**config.mk**
```make
export PLATFORM = sky130hd
export DESIGN_NAME = controller
export DESIGN_NICKNAME = d
export VERILOG_FILES = /design/src/rtl/controller_pkg.sv /design/src/rtl/controller.sv
export SDC_FILE = /design/constraint.sdc
export NUM_CORES = 1
export LEC_CHECK = 0
export BUFFER_PORTS_ARGS = -buffer_cell sky130_fd_sc_hd__buf_2
export CORE_AREA = 2 2 39 41
export CTS_CLUSTER_DIAMETER = 100
export DETAILED_ROUTE_END_ITERATION = 6
export DIE_AREA = 0 0 41 43
export PLACE_DENSITY = 0.68
export SETUP_SLACK_MARGIN = 0.2
export SYNTH_ARGS = -nofsm -noshare
export SYNTH_HDL_FRONTEND = slang
export SYNTH_SLANG_ARGS = --single-unit
```
**constraint.sdc**
```tcl
create_clock -name clock -period 2.5 [get_ports clock]
set_input_delay 0 -clock clock [delete_from_list [all_inputs] [get_ports clock]]
set_output_delay 0 -clock clock [all_outputs]
set_load 0.01 [all_outputs]
```
**src/rtl/controller_pkg.sv**
```systemverilog
// Shared types and constants for the thermostat controller: state encoding,
// default thresholds and fan speed codes.
package controller_pkg;

    typedef enum logic [2:0] {
        IDLE  = 3'd0,
        HEAT  = 3'd1,
        COOL4 = 3'd2,
        COOL6 = 3'd3,
        COOL8 = 3'd4
    } state_t;

    localparam logic signed [7:0] DEF_HEAT_ON  = 8'sd15;
    localparam logic signed [7:0] DEF_HEAT_OFF = 8'sd30;
    localparam logic signed [7:0] DEF_COOL_ON  = 8'sd35;
    localparam logic signed [7:0] DEF_COOL_OFF = 8'sd25;
    localparam logic signed [7:0] DEF_FAN_MID  = 8'sd40;
    localparam logic signed [7:0] DEF_FAN_HIGH = 8'sd45;

    localparam logic [3:0] RPS_OFF  = 4'd0;
    localparam logic [3:0] RPS_LOW  = 4'd4;
    localparam logic [3:0] RPS_MID  = 4'd6;
    localparam logic [3:0] RPS_HIGH = 4'd8;

endpackage

```
**src/rtl/controller.sv**
```systemverilog
// Moore thermostat FSM: heater with hysteresis plus a three-speed cooler fan,
// one state step per clock, outputs registered alongside the state.
module controller
    import controller_pkg::*;
#(
    parameter logic signed [7:0] HEAT_ON  = DEF_HEAT_ON,
    parameter logic signed [7:0] HEAT_OFF = DEF_HEAT_OFF,
    parameter logic signed [7:0] COOL_ON  = DEF_COOL_ON,
    parameter logic signed [7:0] COOL_OFF = DEF_COOL_OFF,
    parameter logic signed [7:0] FAN_MID  = DEF_FAN_MID,
    parameter logic signed [7:0] FAN_HIGH = DEF_FAN_HIGH
) (
    input  logic signed [7:0] sensor,
    input  logic              clock,
    input  logic              reset,
    output logic              cooler,
    output logic              heater,
    output logic [3:0]        rps
);

    state_t     state_q, state_d;
    logic       cooler_q, cooler_d;
    logic       heater_q, heater_d;
    logic [3:0] rps_q, rps_d;

    always_comb begin
        state_d = state_q;
        case (state_q)
            IDLE: begin
                if (sensor < HEAT_ON)      state_d = HEAT;
                else if (sensor > COOL_ON) state_d = COOL4;
            end
            HEAT: begin
                if (sensor > HEAT_OFF)     state_d = IDLE;
            end
            COOL4: begin
                if (sensor > FAN_MID)       state_d = COOL6;
                else if (sensor < COOL_OFF) state_d = IDLE;
            end
            COOL6: begin
                if (sensor > FAN_HIGH)     state_d = COOL8;
                else if (sensor < COOL_ON) state_d = COOL4;
            end
            COOL8: begin
                if (sensor < FAN_MID)      state_d = COOL6;
            end
            default: state_d = IDLE;
        endcase
    end

    // Outputs are decoded from the next state so the output flops always mirror state_q.
    always_comb begin
        cooler_d = 1'b0;
        heater_d = 1'b0;
        rps_d    = RPS_OFF;
        case (state_d)
            HEAT:  heater_d = 1'b1;
            COOL4: begin cooler_d = 1'b1; rps_d = RPS_LOW;  end
            COOL6: begin cooler_d = 1'b1; rps_d = RPS_MID;  end
            COOL8: begin cooler_d = 1'b1; rps_d = RPS_HIGH; end
            default: ;
        endcase
    end

    always_ff @(posedge clock or posedge reset) begin
        if (reset) begin
            state_q  <= IDLE;
            cooler_q <= 1'b0;
            heater_q <= 1'b0;
            rps_q    <= RPS_OFF;
        end else begin
            state_q  <= state_d;
            cooler_q <= cooler_d;
            heater_q <= heater_d;
            rps_q    <= rps_d;
        end
    end

    assign cooler = cooler_q;
    assign heater = heater_q;
    assign rps    = rps_q;

endmodule

```
# Yosys cells after proc, flatten, opt, wreduce, memory -nomap -nowiden
# Index checks and enable logic that the tools add are counted.
# classes
mux	12
bitwise	0
multipliers	0
div_mod_pow	0
n_reduce_logical	2
n_shift	0
n_lt_le_gt_ge	8
add_sub_neg	0
n_eq_ne	8
# ops
operator	n
$gt A8 B7 Y1 const B	3
$mux W3	8
$lt A8 B7 Y1 const B	2
$pmux W3 S5	1
$eq A3 B2 Y1 const B	4
$pmux W4 S3	1
$gt A8 B6 Y1 const B	1
$lt A8 B5 Y1 const B	1
$lt A8 B6 Y1 const B	1
$eq A3 B1 Y1 const B	2
$eq A3 B3 Y1 const B	2
$logic_not A3 Y1	1
$reduce_or A3 Y1	1
$mux W1	2
# totals
inputBits	10
rom_bits	0
latch_bits	0
register_bits	9
mem_bits_rw	0
n_memories	0

# Longest topological paths before layout
# Gate-level depths: netlist of run 1.
# depth
word_depth	7
depth_mapped	5

# Worst setup path before layout of run 1
# OpenSTA, ideal clock, no wires.
# synth_timing
kind	reg-to-reg
startpoint	register state_q[2]
endpoint	register state_q[0]
t_arrival_ns	1.291
stages_incl_launch_ff	5
slack_ns	1.105
synth_period_minus_slack_ns	1.395
setup_time_ns	0.104
cell_sequence	dfrtp_1 > nand3b_1 > or3_1 > or3_1 > o311ai_1
# synth_via
elab_chain_len	2
elab_cells_between_ends	6
# synth_lines
element	line	source
start: declaration	controller.sv:21	state_t state_q, state_d;
start signal: assignment	controller.sv:72	state_q <= state_d;
$eq A3 B3 Y1, or another cell as far along	controller.sv:28	case (state_q)
$pmux W3 S5 (*)	controller.sv:28	
named net state_d[0]	controller.sv:21	
# The timed path passes the listed nets; every way through them passes the cells marked *.

# Final worst setup path of run 1
# Ends and elaborated chain as after synthesis.

==> results of run 1 <==
## cell families (layout without fill, tap and decap cells)
group,after synthesis,count (layout),synth area share
fa+ha+maj,1,1,0.0223
buf+inv,4,20,0.0585
simple gates,18,18,0.231
flops,8,8,0.446
compound gates,16,16,0.234
other cells,1,1,0.00835
## cell type report
cell class / count / area (µm²) / area share
tap: 16 / 20.0 / 0.0362
timing repair buffer: 15 / 80.1 / 0.145
multi-input combinational: 36 / 223 / 0.403
clock buffer: 3 / 22.5 / 0.0407
inverter: 2 / 7.51 / 0.0136
sequential: 8 / 200 / 0.362
## per-layer routing
| metal | track usage | wire, µm | up-vias |
|---|---|---|---|
| met3 | 0.0157 | 59 | 0 |
| met2 | 0.178 | 409 | 15 |
| met5 | 0 | 0 | - |
| met4 | 0.100 | 0 | 0 |
| met1 | 0.180 | 449 | 190 |
| li1 | - | - | 218 |
## critical path, stage by stage, from the launching register on
cell and delay (ns):
dfrtp_1 0.43, nand3b_1 0.26, or3_1 0.32, or3_1 0.32
o311ai_1 0.08
## what timing repair did
item / 4_1_cts / 5_1_grt
endpoints found under the hold margin: 8 / 0
gates resized for setup: 0 / 0
setup endpoints to repair: 0 / 0
hold buffers: 1 / 0
## path summary, 6_finish.rpt
path	from	to	depth (start not counted)
max in group asynchronous	reset	state_q[1]$_DFF_PP0_	3
worst min-delay path	sensor[7]	rps[3]$_DFF_PP0_	2
worst max-delay path	state_q[2]$_DFF_PP0_	state_q[0]$_DFF_PP0_	4
min in group asynchronous	reset	rps[1]$_DFF_PP0_	3
worst max register to register	state_q[2]$_DFF_PP0_	state_q[0]$_DFF_PP0_	4
worst min register to register	state_q[2]$_DFF_PP0_	heater$_DFF_PP0_	1
## power by group
part | total, mW | leakage [nW] | switching, mW | internal (mW)
sequential | 0.210 | 0.103 | 0.0339 | 0.176
clock | 0.0944 | 0.0138 | 0.0397 | 0.0546
combinational | 0.153 | 0.138 | 0.0789 | 0.0739
## sequential cells by signal, summed over array words and instances, names as in the netlist
| register | cells |
|---|---|
| state_q | 3 |
| heater | 1 |
| rps | 3 |
| cooler | 1 |
## Yosys cell counts (all sizes together)
| master | instances |
|---|---|
| dfrtp | 8 |
| a21oi | 6 |
| nand2 | 3 |
| buf | 2 |
| inv | 2 |
| nand4 | 2 |
| nor2 | 2 |
| nor3 | 2 |
| o211ai | 2 |
| o21ai | 2 |
| or3 | 2 |
| or4 | 2 |
| a22oi | 1 |
| conb | 1 |
| maj3 | 1 |
| nand2b | 1 |
| nand3 | 1 |
| nand3b | 1 |
| nor3b | 1 |
| nor4b | 1 |
| o2111ai | 1 |
| o21a | 1 |
| o21bai | 1 |
| o22a | 1 |
| o311ai | 1 |
## metrics by stage
stage / hold WS [ns] / power (mW) / setup slack (ns)
after global placement: -0.0529 / 0.361 / 1.06
final: 0.0240 / 0.457 / 0.987
after floorplan: -0.184 / 0.306 / 1.11
after detailed placement: -0.0422 / 0.363 / 1.01
after global routing: 0.0225 / 0.499 / 0.894
after CTS: 0.00320 / 0.464 / 1.00
==> impl_results.md, run 1 <==
* Die W at 41 µm
* Antenna Cells at 0
* Clock buffer depth at 2
* R2R Setup Slk at 0.99 ns
* Initial antenna violation count at 0
* Post-synth top area share at 0.446
* Placed inst area at 520 µm²
* Largest net degree at the start of global routing at 10
* Setup CP Type: flop to flop
* Commonest non-fill, non-tap cell in the layout: buf_2
* Ys Warns at 0
* Clock root buffer: clkbuf_4
* Post-layout nets at 76
* Post-route cell area at 553 µm²
* DR vias/cell at 5.29
* Layout cell share with drive strength beyond 1 at 0.281
* FP Rows at 14
* Static Leakage at 0.254 nW
* Mapped Area at 449 µm²
* Non-filler cells, final at 80
* Hold Crit Class: input port to flop
* Post-DR wirelength/cell at 11.5 µm
* TritonCTS Sinks at 8
* RePlAce Congestion at 0.872
* Area grow syn2layout at 23.1%
* Unrepaired setup endpoints after global routing: no
* Synth unique cells at 27
* Sequential share of the synthesized area at 0.446
* Max Fclk at 0.661 GHz
* Final setup vio count at 0
* CP arrival at 1.66 ns
* Crit-path max FO at 6
* Worst skew pair latency at 0.25 ns
* Die area at 0.00176 mm²
* Clock-pin slew on the worst setup and hold paths at 0.05 ns
* Worst VDD drop at 196 µV
* First-pass GRT wire length at 1.58 mm
* Port Buf Inserts at 14
* Setup TNS at 0 ns
* Slew Viols, Final at 0
* Yosys reg bits at 8
* Critical Path RT at 2.64 ns
* Final Skew at 0.000738 ns
* Syn Inst Count at 48
* Setup Fix Bufs, Post-CTS at 0
* Nature of the critical path startpoint: flop
* Vias in the first global route at 379
* Power density over cell area at 827 mW/mm²
* Core area at 0.00138 mm²
* CTS tree: yes
* DRC viols at 0
* GR Util All Layers at 0.131
* Routed wire length at 918 µm
* Placed Cells at 76
* Drt initial violations at 2
* GRT overflow at 0
* Commonest non-fill, non-tap cells in the layout: 14 x buf_2, 8 x dfrtp_1, 6 x a21oi_1
* Antenna-violating nets left at 0
* Final hold violation count at 0
* Clock period minus final worst setup slack at 1.51 ns
* First-pass DRT Iterations at 4
* CP endpoint kind: flop
* TritonCTS Buffers at 3
* Cell taking the most area after synthesis: dfrtp_1
* Outcome: finished clean
* Syn Nets at 58
* H-Tree Depth at 1
* Fin crit share at 0.605
* # IOs at 16
* Post-layout util at 0.400
* Fill cells at 156
* Ranking of synthesized cells by area: dfrtp_1 45%, a21oi_1 6.7%, o211ai_1 3.3%
* Mean post-synth cell area at 9.36 µm²
* Hpwl dp at 727 µm
* Max_cap viols at 0
* Via Count at 423
* Die height at 43 µm
* Initial Utilization at 0.325
Power figures use the tool's default switching activity.
==> run 2: changes to the inputs <==
--- a/config.mk
+++ b/config.mk
@@ -5,12 +5,13 @@
 export SDC_FILE = /design/constraint.sdc
 export NUM_CORES = 1
 export LEC_CHECK = 0
+export ABC_AREA = 1
 export BUFFER_PORTS_ARGS = -buffer_cell sky130_fd_sc_hd__buf_2
-export CORE_AREA = 2 2 39 41
+export CORE_AREA = 2 2 40 42
 export CTS_CLUSTER_DIAMETER = 100
 export DETAILED_ROUTE_END_ITERATION = 6
-export DIE_AREA = 0 0 41 43
-export PLACE_DENSITY = 0.68
+export DIE_AREA = 0 0 42 44
+export PLACE_DENSITY = 0.83
 export SETUP_SLACK_MARGIN = 0.2
 export SYNTH_ARGS = -nofsm -noshare
 export SYNTH_HDL_FRONTEND = slang
==> constraint.sdc (replaced) <==
create_clock -name clock -period 1.5 [get_ports clock]
set_input_delay 0 -clock clock [delete_from_list [all_inputs] [get_ports clock]]
set_output_delay 0 -clock clock [all_outputs]
set_load 0.01 [all_outputs]
==> run 2 against run 1 <==
Cell count grew 80%. Total power grew to 2.6 times the previous value. Design area grew 55%. Wire length grew 79%. Die area grew 4.8%. First-iteration DRC count grew to 20 times the previous value. Critical path depth grew 4. Clock power grew 77%. Largest cell class unchanged. Highest routed layer is now met4.
==> impl_results.md, run 2 <==
* GRT overflow at 0
* Final hold violation count at 0
* Post-layout util at 0.606
* Total power at 1.20 mW
* Final Skew at 0.00550 ns
* RR Startpoint: state_q[2]$_DFF_PP0_
* Static Leakage at 0.484 nW
* Critical Path RT at 1.69 ns
* Initial antenna violation count at 0
* Post-synth top area share at 0.295
* Final setup vio count at 0
* Clock buffer depth at 2
* Syn Inst Count at 108
* Worst hold path endpoint: state_q[2]$_DFF_PP0_
* Commonest non-fill, non-tap cell in the layout: nand2_1
* Yosys reg bits at 8
* Post-DR wirelength/cell at 11.4 µm
* Clock root buffer: clkbuf_4
* Power density over cell area at 1390 mW/mm²
* Worst skew pair latency at 0.26 ns
* Placed inst area at 761 µm²
* Non-filler cells, final at 144
* TritonCTS Buffers at 3
* Top_reg_cell synth: dfrtp_1
* Port Buf Inserts at 14
* Largest family of logic cells by synthesized area: simple AND/OR/NAND/NOR gates
* Max_cap viols at 0
* Most frequent CP cell: nor2_1
* H-Tree Depth at 1
* FP Rows at 14
* Reg2reg end: heater$_DFF_PP0_
* DR vias/cell at 5.06
* Die height at 44 µm
* Drt initial violations at 40
* First-pass GRT wire length at 2.51 mm
* Post-Synth Simple-Gate Area at 0.506
* GR Util All Layers at 0.183
* Via Count at 729
* Antenna-violating nets left at 0
* Count leader, synth: nand2_1
* Synth async-reset ratio at 1.00
* Hold Crit Class: input port to flop
* Hold Path Stages at 4
* Vias in the first global route at 637
* Setup CP Type: flop to flop
* TritonCTS Sinks at 8
* Die W at 42 µm
* Ys Warns at 0
* Clock period minus final worst setup slack at 1.29 ns
* CP cell instances: buf_4 -> nor3_2 -> inv_1 -> a21oi_1 -> nor2_1 -> nand2_1 -> nor2_2 -> nor2_1
* CP endpoint kind: flop
* Post-synthesis adder-cell area fraction at 0
* Placed Cells at 137
* RePlAce Congestion at 0.813
* Post-layout nets at 140
* Core area at 0.00142 mm²
* Commonest non-fill, non-tap cells in the layout: 26 x nand2_1, 16 x inv_1, 14 x buf_2
* Hpwl dp at 1.16 mm
* Largest net degree at the start of global routing at 9
* CP arrival at 1.48 ns
* Clock-pin slew on the worst setup and hold paths at 0.06 ns
* Syn Nets at 118
* Number of synthesized flops with an enable pin at 0
* Post-Synth XOR/XNOR Area at 0
* Ranking of synthesized cells by area: dfrtp_1 30%, nand2_1 15%, inv_1 11%
* CTS tree: yes
* First-pass DRT Iterations at 4
* Die area at 0.00185 mm²
* Antenna Cells at 0
* Mapped Area at 678 µm²
* Mux cell area share after synthesis at 0
* Outcome: finished clean
* Routed wire length at 1.64 mm
* Crit-path max FO at 3
* Cell taking the most area after synthesis: dfrtp_1
* Sequential share of the synthesized area at 0.295
* Family with the most delay on the worst path: simple AND/OR/NAND/NOR gates
* Fin crit share at 0.862
* Setup TNS at 0 ns
* Worst Path Buf+Inv at 2
* Compound-gate portion of the synthesized area at 0.0609
* Layout cell share with drive strength beyond 1 at 0.398
* # IOs at 16
* Max Fclk at 0.773 GHz
* Area grow syn2layout at 26.8%
* DRC viols at 0
* Most frequent cells after synthesis: 27 x nand2_1, 19 x inv_1, 18 x nor2_1
* Initial Utilization at 0.478
* Mean post-synth cell area at 6.28 µm²
* R2R Setup Slk at 0.21 ns
* Slowest stage delay, CP at 0.38 ns
* Hold Startpoint: sensor[7]
* R2R cell count at 8
* Worst path slowest cell: dfrtp_1
* Nature of the critical path startpoint: flop
* Slew Viols, Final at 0
* Unrepaired setup endpoints after global routing: yes
* Post-route cell area at 860 µm²
* Synth unique cells at 21
* Worst VDD drop at 907 µV
==> run 2: kinds of logic (layout without fill, tap and decap cells) <==
kind of cell | count (synthesis) | after routing
AOI/OAI and AO/OA | 6 | 6
buffers and inverters | 23 | 43
DFF | 8 | 8
other | 1 | 1
and+or+nand+nor | 70 | 70
==> run 2: timing repair <==
action	in CTS	in global routing
resized for setup	2	14
pin swaps	0	6
cloned	0	0
endpoints found under the setup margin	1	5
endpoints found under the hold margin	8	0
hold buffers	1	0
buffers inserted	0	3
==> run 2: worst max-delay path by stage <==
stage                              start                to  cells past startpoint
floorplan           state_q[0]$_DFF_PP0_  heater$_DFF_PP0_                      9
global placement    state_q[0]$_DFF_PP0_  rps[1]$_DFF_PP0_                      9
detailed placement  state_q[0]$_DFF_PP0_  heater$_DFF_PP0_                      9
CTS                 state_q[0]$_DFF_PP0_  rps[1]$_DFF_PP0_                      9
global route        state_q[2]$_DFF_PP0_  heater$_DFF_PP0_                      8
finish              state_q[2]$_DFF_PP0_  heater$_DFF_PP0_                      8
==> run 2: area by class of cell <==
cell class | count | area (µm²)
clock buffers | 3 | 22.5
fillers | 119 | 559
inverters | 22 | 82.6
multi-input cells | 77 | 429
flip-flops and latches | 8 | 203
well taps | 16 | 20.0
repair buffers | 18 | 103
==> run 2: worst reg2reg max path: stages, from the launching register on <==
cell and delay [ns]:
dfrtp_1 0.38, buf_4 0.16, nor3_2 0.20, inv_1 0.08
a21oi_1 0.13, nor2_1 0.06, nand2_1 0.07, nor2_2 0.05
nor2_1 0.10
==> run 2: metrics by stage <==
step / hold WS (ns) / setup WS (ns)
after floorplan: -0.184 / 0.370
after global placement: -0.0567 / 0.274
after detailed placement: -0.0412 / 0.235
after CTS: 0.151 / 0.220
after global routing: 0.186 / 0.137
final: 0.180 / 0.207
==> run 2: report_power, final <==
part	internal [mW]	total, mW	leakage [nW]	switching [mW]
clock network	0.0917	0.167	0.0138	0.0750
logic	0.256	0.653	0.368	0.397
registers	0.303	0.377	0.102	0.0736
==> run 2: per-layer routing <==
metal | track usage | share of wire | up-vias
met3 | 0.0625 | 0.043 | 4
met1 | 0.205 | 0.42 | 340
met5 | 0 | 0 | -
li1 | - | - | 365
met4 | 0.0839 | 0.019 | 0
met2 | 0.316 | 0.51 | 20
==> run 3: changes to the inputs <==
--- a/config.mk
+++ b/config.mk
@@ -7,11 +7,13 @@
 export LEC_CHECK = 0
 export ABC_AREA = 1
 export BUFFER_PORTS_ARGS = -buffer_cell sky130_fd_sc_hd__buf_2
-export CORE_AREA = 2 2 40 42
+export CELL_PAD_IN_SITES_DETAIL_PLACEMENT = 1
+export CELL_PAD_IN_SITES_GLOBAL_PLACEMENT = 2
+export CORE_AREA = 2 2 55 57
 export CTS_CLUSTER_DIAMETER = 100
 export DETAILED_ROUTE_END_ITERATION = 6
-export DIE_AREA = 0 0 42 44
-export PLACE_DENSITY = 0.83
+export DIE_AREA = 0 0 57 59
+export PLACE_DENSITY = 0.81
 export SETUP_SLACK_MARGIN = 0.2
 export SYNTH_ARGS = -nofsm -noshare
 export SYNTH_HDL_FRONTEND = slang
==> run 3 against run 2 <==
Combinational power is 10% lower. Register-to-register slack worse by 0.03 ns. Hold slack better by 0.0077 ns.
==> impl_results.md, run 3 (synthesis gave the netlist of run 2 again) <==
* First-pass DRT Iterations at 2
* Commonest non-fill, non-tap cells in the layout: 26 x nand2_1, 18 x inv_1, 15 x nor2_1
* Largest net degree at the start of global routing at 9
* CP arrival at 1.50 ns
* Die area at 0.00336 mm²
* Area grow syn2layout at 28.0%
* Post-DR wirelength/cell at 11.7 µm
* Die height at 59 µm
* Commonest non-fill, non-tap cell in the layout: nand2_1
* Clock-pin slew on the worst setup and hold paths at 0.06 ns
* Die W at 57 µm
* Global Route met1 Usage at 0.163
* Static Leakage at 0.482 nW
* Max Fclk at 0.756 GHz
* Critical path startpoint: state_q[0]$_DFF_PP0_
* Power density over cell area at 1300 mW/mm²
* Placed Cells at 152
* TritonCTS Sinks at 8
* Final hold violation count at 0
* Initial Utilization at 0.250
* Core area at 0.00271 mm²
* Clock root buffer: clkbuf_4
* Port Buf Inserts at 14
* Unrepaired setup endpoints after global routing: yes
* DRC viols at 0
* Crit-path max FO at 4
* Hold Startpoint: sensor[7]
* Hpwl dp at 1.46 mm
* Setup CP Type: flop to flop
* Critical Path RT at 1.68 ns
* Worst skew pair latency at 0.25 ns
* Final Skew at 0.00457 ns
* Final setup vio count at 0
* Fin crit share at 0.881
* Worst VDD drop at 609 µV
* Slew Viols, Final at 0
* Most Crowded Layer GR: met2
* Drt initial violations at 6
* Nature of the critical path startpoint: flop
* Routing usage on met2 at 0.200
* H-Tree Depth at 1
* FP Rows at 19
* Int Pwr at 621 µW
* Antenna-violating nets left at 0
* Layout cell share with drive strength beyond 1 at 0.359
* Clock buffer depth at 2
* Hold Crit Class: input port to flop
* Antenna Cells at 0
* Clock period minus final worst setup slack at 1.32 ns
* RePlAce Congestion at 0.803
* Via Count at 716
* CTS tree: yes
* DR vias/cell at 4.50
* RR Startpoint: state_q[0]$_DFF_PP0_
* # IOs at 16
* Sw Share at 0.448
* M3 GR Usage at 0.0175
* Non-filler cells, final at 159
* Routed wire length at 1.87 mm
* CP endpoint kind: flop
* First-pass GRT wire length at 3.18 mm
* GRT overflow at 0
* Share of power burned in the clock network at 0.149
* GR Util All Layers at 0.119
* P_sw at 504 µW
* Setup TNS at 0 ns
* TritonCTS Buffers at 3
* Register share of total power at 0.332
* Logic gate share of total power at 0.520
* Outcome: finished clean
* Max_cap viols at 0
* Initial antenna violation count at 0
* Vias in the first global route at 747
* Post-layout nets at 140
run 3: cell counts in the layout (fill, tap and decap cells not counted):
Identical to the previous run, type by type.
run 3: final cells by class:
type	instances	area (µm²)
timing repair buffer	18	103
multi-input combinational	77	419
tap	31	38.8
inverter	22	82.6
clock buffer	3	22.5
fill	359	1840
sequential	8	203
run 3: final timing paths:
kind | endpoint | slack (ns) | depth (start not counted)
min in group asynchronous | heater$_DFF_PP0_ | 0.25 | 3
setup reg to reg | rps[1]$_DFF_PP0_ | 0.18 | 9
setup / recovery | rps[1]$_DFF_PP0_ | 0.18 | 9
hold / removal | state_q[2]$_DFF_PP0_ | 0.19 | 4
hold reg to reg | state_q[2]$_DFF_PP0_ | 0.67 | 2
max in group asynchronous | state_q[1]$_DFF_PP0_ | 0.99 | 3
run 3: through the flow:
step                      hold WS (ns)  cell area [µm²]  utilization  setup slack, ns  total power, mW
after floorplan                 -0.184              678            -            0.370            0.695
after global placement         -0.0512              779        0.288            0.228            0.830
after detailed placement       -0.0332              779        0.288            0.197            0.846
after CTS                        0.184              825        0.304            0.196             1.05
after global routing             0.246              868        0.320           0.0939             1.23
final                            0.188              868        0.320            0.178             1.13
run 3: critical path, stage by stage, from the launching register on:
cell	delay, ns
dfrtp_2	0.45
nor2_4	0.12
inv_1	0.06
nor2_1	0.13
inv_1	0.09
nor2_1	0.12
nand2_2	0.09
clkinv_1	0.06
nor2_2	0.04
nor2_1	0.10
run 3: power by group through the flow:
| stage | sequential [mW] | combinational (mW) | clock, mW |
|---|---|---|---|
| global placement | 0.346 | 0.484 | 0 |
| CTS | 0.351 | 0.522 | 0.175 |
| finish | 0.373 | 0.585 | 0.167 |
| floorplan | 0.365 | 0.330 | 0 |
| global route | 0.384 | 0.660 | 0.185 |
| detailed placement | 0.347 | 0.499 | 0 |
run 3: repair_timing:
item	4_1_cts	5_1_grt
buffers inserted	0	3
resized for setup	4	7
hold buffers	1	0
hold endpoints to repair	8	0
endpoints found under the setup margin	2	4
pin swaps	0	3
run 3: metal layers:
| layer | share of wire | vias up |
|---|---|---|
| met4 | 0.0075 | 0 |
| met1 | 0.47 | 342 |
| met2 | 0.51 | 7 |
| li1 | - | 365 |
| met5 | 0 | - |
| met3 | 0.014 | 2 |
